## src/rtl/switch_pkg.sv

```systemverilog
`default_nettype none
// ============================================================================
//  Module   : switch_pkg
//  Purpose  : Shared switch-wide constants and types: port count, metadata
//             record width, the software-visible mailbox word layout and the
//             register word indices of the four mailbox words.
//  Ports    : none (package)
//  Revision : 1.0  initial release
// ============================================================================
package switch_pkg;

  localparam int unsigned NUM_PORTS = 4;
  localparam int unsigned META_W    = 30;

  // Register word indices of interface_in_0..3 (addresses 1..4).
  localparam int unsigned c_WORD_IDX_IF_IN_0 = 1;
  localparam int unsigned c_WORD_IDX_IF_IN_1 = 2;
  localparam int unsigned c_WORD_IDX_IF_IN_2 = 3;
  localparam int unsigned c_WORD_IDX_IF_IN_3 = 4;

  // Mailbox word: bit31 valid, bit30 sticky dropped, bits29:0 head record.
  typedef struct packed {
    logic              valid;
    logic              dropped;
    logic [META_W-1:0] meta;
  } meta_word_t;

  // An empty mailbox reads all zeros, so the record field is masked when
  // there is nothing valid behind it.
  function automatic meta_word_t pack_word(input logic              valid,
                                           input logic              dropped,
                                           input logic [META_W-1:0] meta);
    meta_word_t w;
    w.valid   = valid;
    w.dropped = dropped;
    w.meta    = valid ? meta : '0;
    return w;
  endfunction

endpackage
`default_nettype wire

```

## src/rtl/meta_fifo.sv

```systemverilog
`default_nettype none
// ============================================================================
//  Module   : meta_fifo
//  Purpose  : Single-port metadata FIFO with a sticky overflow flag.
//             A push while full (with no pop in the same cycle) discards the
//             record and sets dropped; any pop clears dropped.
//  Ports    : clk, reset          - clock, synchronous active-high reset
//             push, pop           - requests (pop ignored while empty)
//             din                 - record to push
//             dout                - head record (combinational read)
//             empty, full, count  - occupancy status, count in 0..DEPTH
//             dropped             - sticky overflow flag
//  Revision : 1.0  initial release
// ============================================================================
module meta_fifo #(
  parameter int unsigned DEPTH  = 8,
  parameter int unsigned META_W = 30
) (
  input  logic                       clk,
  input  logic                       reset,
  input  logic                       push,
  input  logic                       pop,
  input  logic [META_W-1:0]          din,
  output logic [META_W-1:0]          dout,
  output logic                       empty,
  output logic                       full,
  output logic [$clog2(DEPTH+1)-1:0] count,
  output logic                       dropped
);

  localparam int unsigned c_PTR_W = $clog2(DEPTH);
  localparam int unsigned c_CNT_W = $clog2(DEPTH + 1);

  logic [META_W-1:0]  r_mem [DEPTH];
  logic [c_PTR_W-1:0] r_wr_ptr;
  logic [c_PTR_W-1:0] r_rd_ptr;
  logic [c_CNT_W-1:0] r_count;
  logic               r_dropped;

  logic w_empty;
  logic w_full;
  logic w_pop_ok;
  logic w_push_ok;
  logic w_drop;

  assign w_empty   = (r_count == c_CNT_W'(0));
  assign w_full    = (r_count == c_CNT_W'(DEPTH));
  assign w_pop_ok  = pop && !w_empty;
  // A pop in the same cycle frees the slot, so a full FIFO still accepts.
  assign w_push_ok = push && (!w_full || w_pop_ok);
  assign w_drop    = push && w_full && !w_pop_ok;

  // Storage carries no reset; validity is tracked by the pointers/count.
  always_ff @(posedge clk) begin
    if (w_push_ok && !reset) begin
      r_mem[r_wr_ptr] <= din;
    end
  end

  always_ff @(posedge clk) begin
    if (reset) begin
      r_wr_ptr  <= '0;
      r_rd_ptr  <= '0;
      r_count   <= '0;
      r_dropped <= 1'b0;
    end else begin
      if (w_push_ok) begin
        r_wr_ptr <= r_wr_ptr + c_PTR_W'(1);
      end
      if (w_pop_ok) begin
        r_rd_ptr <= r_rd_ptr + c_PTR_W'(1);
      end
      case ({w_push_ok, w_pop_ok})
        2'b10:   r_count <= r_count + c_CNT_W'(1);
        2'b01:   r_count <= r_count - c_CNT_W'(1);
        default: r_count <= r_count;
      endcase
      // Drop has priority, though a pop always makes room so both never
      // coincide in practice.
      if (w_drop) begin
        r_dropped <= 1'b1;
      end else if (w_pop_ok) begin
        r_dropped <= 1'b0;
      end
    end
  end

  assign dout    = r_mem[r_rd_ptr];
  assign empty   = w_empty;
  assign full    = w_full;
  assign count   = r_count;
  assign dropped = r_dropped;

endmodule
`default_nettype wire

```

## src/rtl/egress_meta_mailbox.sv

```systemverilog
`default_nettype none
// ============================================================================
//  Module   : egress_meta_mailbox
//  Purpose  : Per-port metadata mailbox between the four egress ports and the
//             software poll interface. One FIFO per port; the head is shown
//             combinationally as {valid, dropped, meta} and popped by a
//             one-cycle ack from the interface block.
//  Ports    : clk, reset           - clock, synchronous active-high reset
//             enable               - gate for accepting egress records
//             egress_valid[3:0]    - per-port record strobe
//             egress_meta[3:0]     - per-port 30-bit record
//             interface_out_ack    - per-port pop pulse
//             interface_in_0..3    - mailbox head words
//             meta_count[3:0]      - per-port occupancy (debug)
//  Revision : 1.0  initial release
// ============================================================================
module egress_meta_mailbox #(
  parameter int unsigned DEPTH  = 8,
  parameter int unsigned META_W = switch_pkg::META_W
) (
  input  logic                                                 clk,
  input  logic                                                 reset,
  input  logic                                                 enable,
  input  logic [switch_pkg::NUM_PORTS-1:0]                     egress_valid,
  input  logic [switch_pkg::NUM_PORTS-1:0][META_W-1:0]         egress_meta,
  input  logic [switch_pkg::NUM_PORTS-1:0]                     interface_out_ack,
  output logic [31:0]                                          interface_in_0,
  output logic [31:0]                                          interface_in_1,
  output logic [31:0]                                          interface_in_2,
  output logic [31:0]                                          interface_in_3,
  output logic [switch_pkg::NUM_PORTS-1:0][$clog2(DEPTH+1)-1:0] meta_count
);

  import switch_pkg::*;

  meta_word_t w_word [NUM_PORTS];

  genvar n;
  generate
    for (n = 0; n < NUM_PORTS; n++) begin : g_port
      logic [META_W-1:0] w_dout;
      logic              w_empty;
      logic              w_full;
      logic              w_dropped;

      // With enable low, egress records are ignored outright and never
      // reach the FIFO, so they cannot register as drops either.
      meta_fifo #(
        .DEPTH  (DEPTH),
        .META_W (META_W)
      ) u_fifo (
        .clk     (clk),
        .reset   (reset),
        .push    (enable && egress_valid[n]),
        .pop     (interface_out_ack[n]),
        .din     (egress_meta[n]),
        .dout    (w_dout),
        .empty   (w_empty),
        .full    (w_full),
        .count   (meta_count[n]),
        .dropped (w_dropped)
      );

      assign w_word[n] = pack_word(!w_empty, w_dropped, w_dout);
    end
  endgenerate

  assign interface_in_0 = w_word[0];
  assign interface_in_1 = w_word[1];
  assign interface_in_2 = w_word[2];
  assign interface_in_3 = w_word[3];

endmodule
`default_nettype wire

```

## config.mk

```make
export PLATFORM = sky130hd
export DESIGN_NAME = egress_meta_mailbox
export DESIGN_NICKNAME = d
export VERILOG_FILES = /design/src/rtl/switch_pkg.sv /design/src/rtl/meta_fifo.sv /design/src/rtl/egress_meta_mailbox.sv
export SDC_FILE = /design/constraint.sdc
export NUM_CORES = 1
export LEC_CHECK = 0
export BUFFER_PORTS_ARGS = -buffer_cell sky130_fd_sc_hd__buf_2
export CAP_MARGIN = 20
export CORE_MARGIN = 2
export CORE_UTILIZATION = 39
export DETAILED_ROUTE_END_ITERATION = 10
export GPL_TIMING_DRIVEN = 0
export SLEW_MARGIN = 20
export SYNTH_ARGS = -nofsm -noshare
export SYNTH_HDL_FRONTEND = slang
export SYNTH_SLANG_ARGS = --single-unit
```

## constraint.sdc

```tcl
create_clock -name clk -period 4.9 [get_ports clk]
set_clock_uncertainty 0.1 [all_clocks]
set_input_delay 0.735 -clock clk [delete_from_list [all_inputs] [get_ports clk]]
set_output_delay 0.735 -clock clk [all_outputs]
set_load 0.01 [all_outputs]
```

==> impl_metrics.prom <==
# TYPE chip_impl_metric gauge
chip_impl_info{name="run_status",value="complete, no violations"} 1
chip_impl_metric{name="vdd_drop_max",unit="V"} 0.000311
chip_impl_metric{name="critical_path.n_buffers_inverters",unit=""} 2
chip_impl_metric{name="wl_per_cell",unit="µm"} 23.9
chip_impl_metric{name="synth_enable_flop_cells",unit=""} 960
chip_impl_metric{name="place_worst_setup_slack",unit="ns"} 1.19
chip_impl_metric{name="yosys_warnings",unit=""} 0
chip_impl_metric{name="setup.reg_to_reg.worst_slack",unit="ns"} 1.72
chip_impl_metric{name="vertical_die_dimension",unit="µm"} 321
chip_impl_metric{name="postCtsSetupBuffers",unit=""} 0
chip_impl_metric{name="footprint_of_the_flip_flops_and_latches",unit="mm²"} 0.0299
chip_impl_info{name="final_cell_mix",value="960 x sky130_fd_sc_hd__edfxtp_1, 312 x sky130_fd_sc_hd__buf_2, 240 x sky130_fd_sc_hd__mux4_2, 164 x sky130_fd_sc_hd__nor2_1, 129 x sky130_fd_sc_hd__mux2i_1"} 1
chip_impl_metric{name="io-pin-count",unit=""} 275
chip_impl_metric{name="postCtsHoldBufs",unit=""} 0
chip_impl_metric{name="drt_first_iter_violations",unit=""} 1406
chip_impl_metric{name="syn_to_final_growth",unit="%"} 19.3
chip_impl_info{name="tritoncts",value="built"} 1
chip_impl_metric{name="worst_setup_hold_path_clk_slew",unit="ns"} 0.06
chip_impl_metric{name="min_period_over_period",unit="%"} 74.5
chip_impl_metric{name="grt_pass1_vias",unit=""} 20800
chip_impl_metric{name="post_synth_num_cell_types",unit=""} 49
chip_impl_metric{name="cts_resized",unit=""} 0
chip_impl_info{name="critPathKind",value="register to output port"} 1
chip_impl_metric{name="drc",unit=""} 0
chip_impl_info{name="critical_path.cell_chain",value="or3_1 > nor2_2 > clkbuf_1 > nor2_1 > buf_2"} 1
chip_impl_info{name="min-delay-start",value="egress_meta[119]"} 1
chip_impl_metric{name="die_area",unit="mm²"} 0.103
chip_impl_metric{name="final.hold.worst_slack",unit="ns"} 0.220
chip_impl_info{name="end_kind",value="output port"} 1
chip_impl_metric{name="replace_congestion",unit=""} 0.709
chip_impl_info{name="worstSetupStartpointType",value="register"} 1
chip_impl_metric{name="share_of_the_yosys_chip_area_belonging_to_registers",unit="%"} 76.5
chip_impl_metric{name="layoutNonFillerInstCount",unit=""} 3713
chip_impl_metric{name="gr_met1_demand_resource",unit="%"} 22.7
chip_impl_metric{name="required",unit="ns"} 4.07
chip_impl_metric{name="cp_max_fo",unit=""} 10
chip_impl_metric{name="net_count_of_the_mapped_netlist",unit=""} 2007
chip_impl_info{name="critical_path.reg2reg.startpoint",value="g_port[3].u_fifo.count[1]"} 1
chip_impl_metric{name="initial_antenna_violation_count",unit=""} 10
chip_impl_metric{name="synth.ff_latch_count",unit=""} 1016
chip_impl_info{name="cp_top_family",value="simple AND/OR/NAND/NOR gates"} 1
chip_impl_metric{name="fp.coreArea",unit="mm²"} 0.0999
chip_impl_metric{name="worstRegToRegCells",unit=""} 11
chip_impl_metric{name="wl",unit="µm"} 88900
chip_impl_metric{name="clk_latency",unit="ns"} 0.68
chip_impl_info{name="final_common_cell",value="sky130_fd_sc_hd__edfxtp_1"} 1
chip_impl_metric{name="timing_max_transition_violations_final",unit=""} 0
chip_impl_metric{name="met3_usage",unit="%"} 4.34
chip_impl_metric{name="hold_critical_path_depth",unit=""} 1
chip_impl_metric{name="overall_power_of_the_completed_layout",unit="mW"} 22.1
chip_impl_metric{name="setup-violations-final",unit=""} 0
chip_impl_metric{name="worst-slew-pin-transition",unit="ns"} 1.00
chip_impl_metric{name="cp.arrival",unit="ns"} 2.81
chip_impl_metric{name="grt_util_all_layers",unit="%"} 17.4
chip_impl_metric{name="synthesis.area_per_instance",unit="µm²"} 21.1
chip_impl_info{name="top_ff_cell_synth",value="sky130_fd_sc_hd__edfxtp_1"} 1
chip_impl_metric{name="ctsHtreeMaxLevel",unit=""} 3
chip_impl_metric{name="drtPass1Iterations",unit=""} 5
chip_impl_metric{name="timing_hold_violations_final",unit=""} 0
chip_impl_info{name="worstHoldEndpoint",value="g_port[3].u_fifo.r_mem[0][29]"} 1
chip_impl_metric{name="post_route_cells_drive_above_1_share",unit="%"} 35.5
chip_impl_metric{name="filler_cells",unit=""} 8342
chip_impl_metric{name="largest_incremental_delay_on_the_critical_path",unit="ns"} 0.56
chip_impl_metric{name="groute.layer.met2.usage",unit="%"} 29.1
chip_impl_metric{name="grt_first_pass_wirelength",unit="µm"} 133000
chip_impl_metric{name="buffer_ports.inserted",unit=""} 274
chip_impl_metric{name="placed_cells_incl_taps",unit=""} 3526
chip_impl_metric{name="floorplan.initialDensity",unit="%"} 39.2
chip_impl_metric{name="final_worst_path_period_need",unit="ns"} 3.65
chip_impl_metric{name="num_rows",unit=""} 116
chip_impl_metric{name="die_width",unit="µm"} 321
chip_impl_metric{name="power.density",unit="mW/mm²"} 474
chip_impl_metric{name="ys_async_sr_fraction",unit="%"} 0
chip_impl_metric{name="ant_nets",unit=""} 0
chip_impl_metric{name="power.static_leakage",unit="nW"} 15.3
chip_impl_info{name="critPathSlowestCell",value="sky130_fd_sc_hd__clkbuf_1"} 1
chip_impl_info{name="global_route.peak_usage_layer",value="met2"} 1
chip_impl_metric{name="multi_input_area",unit="mm²"} 0.00890
chip_impl_metric{name="syn_area",unit="mm²"} 0.0392
chip_impl_metric{name="cts_made_buffers",unit=""} 104
chip_impl_metric{name="clock_sink_count",unit=""} 1016
chip_impl_info{name="min_path_type",value="input port to register"} 1
chip_impl_metric{name="cts.path.max_buffers",unit=""} 3
chip_impl_metric{name="via_count",unit=""} 19400
chip_impl_metric{name="netlist_instances",unit=""} 1856
chip_impl_metric{name="highest_clock_frequency_the_design_can_meet",unit="MHz"} 274
chip_impl_metric{name="detail_route.vias_per_cell",unit=""} 5.22
chip_impl_info{name="reg2reg_to",value="g_port[3].u_fifo.count[3]"} 1
chip_impl_metric{name="cap_viol_max_count",unit=""} 0
chip_impl_metric{name="nNetsFinal",unit=""} 2485
chip_impl_metric{name="pin_count_of_the_biggest_net_entering_global_routing",unit=""} 23
chip_impl_metric{name="gr-total-overflow",unit=""} 0
chip_impl_metric{name="slew_headroom",unit="%"} 33.2
chip_impl_metric{name="worst_slack",unit="ns"} 1.25
chip_impl_info{name="cts_root_buffer",value="sky130_fd_sc_hd__clkbuf_16"} 1
chip_impl_info{name="setup_repair_after_global_routing_missed_its_margin",value="false"} 1
chip_impl_metric{name="dp_hpwl",unit="µm"} 58800
==> where the power goes <==
| part | internal, mW | switching (mW) | total, mW |
|---|---|---|---|
| Combinational | 1.84 | 2.67 | 4.52 |
| Sequential | 9.64 | 0.116 | 9.76 |
| Clock | 4.60 | 3.25 | 7.85 |
| Total | 16.1 | 6.04 | 22.1 |
==> routing by layer <==
layer	wire length, µm	up-vias
met5	79	-
met3	5440	116
li1	-	8536
met1	37800	10200
met4	1630	14
met2	44000	499
==> cell type report <==
class | count | area share (%)
buffer | 99 | 0.916
timing repair buffer | 372 | 5.09
antenna | 1 | 0.00536
clock buffer | 120 | 5.90
tap | 1298 | 3.48
sequential | 1016 | 64.1
multi-input combinational | 728 | 19.0
clock inverter | 66 | 1.36
inverter | 13 | 0.104
==> kinds of logic after synthesis <==
group | after synthesis | share of synthesized area, %
muxes | 376 | 17.3
and+or+nand+nor | 273 | 3.16
xor gates and xnor gates | 23 | 0.514
adders and majority gates | 20 | 0.639
buffers and inverters | 112 | 1.22
DFF | 1016 | 76.5
AOI/OAI and AO/OA | 36 | 0.674
==> synth_stat cells (7+ instances only) <==
cell | instances | area [µm²]
sky130_fd_sc_hd__a21oi_1 | 12 | 60.1
sky130_fd_sc_hd__buf_2 | 24 | 120
sky130_fd_sc_hd__clkbuf_1 | 63 | 236
sky130_fd_sc_hd__dfxtp_1 | 56 | 1120
sky130_fd_sc_hd__edfxtp_1 | 960 | 28800
sky130_fd_sc_hd__ha_1 | 20 | 250
sky130_fd_sc_hd__inv_2 | 7 | 26.3
sky130_fd_sc_hd__mux2i_1 | 129 | 1290
sky130_fd_sc_hd__mux4_2 | 240 | 5410
sky130_fd_sc_hd__nand2_1 | 28 | 105
sky130_fd_sc_hd__nand3_1 | 9 | 45.0
sky130_fd_sc_hd__nor2_1 | 174 | 653
sky130_fd_sc_hd__nor2b_1 | 9 | 56.3
sky130_fd_sc_hd__nor3_1 | 13 | 65.1
sky130_fd_sc_hd__o21ai_0 | 8 | 40.0
sky130_fd_sc_hd__xor2_1 | 19 | 166
==> state kept, by name (all words and copies together) (netlist names), named ones only <==
| signal | flops |
|---|---|
| g_port.u_fifo.r_mem | 960 |
| g_port.u_fifo.count | 16 |
| g_port.u_fifo.r_rd_ptr | 12 |
| g_port.u_fifo.r_wr_ptr | 12 |
| g_port.u_fifo.dropped | 4 |
==> metrics by stage <==
step                TNS [ns]  util (%)  instance area [µm²]
global route               0      46.8                46700
detailed placement         0      43.4                43300
finish                     0      46.8                46700
global placement    -1121.96      42.2                42200
floorplan                  0         -                39200
CTS                        0      46.8                46700
==> worst max-delay path by stage <==
stage                               from                             to  slack (ns)  depth (start not counted)
2_1_floorplan            egress_valid[0]   g_port[0].u_fifo.r_mem[0][0]        0.09                          4
3_3_place_gp                      enable  g_port[0].u_fifo.r_mem[0][12]       -4.14                          5
3_5_place_dp                      enable  g_port[0].u_fifo.r_mem[0][12]        1.19                          9
4_1_cts        g_port[3].u_fifo.count[1]             interface_in_3[13]        1.11                          5
5_1_grt        g_port[3].u_fifo.count[0]             interface_in_3[13]        1.07                          5
6_report       g_port[3].u_fifo.count[1]             interface_in_3[13]        1.25                          5
No activity file was read; power rests on OpenSTA's default activity.
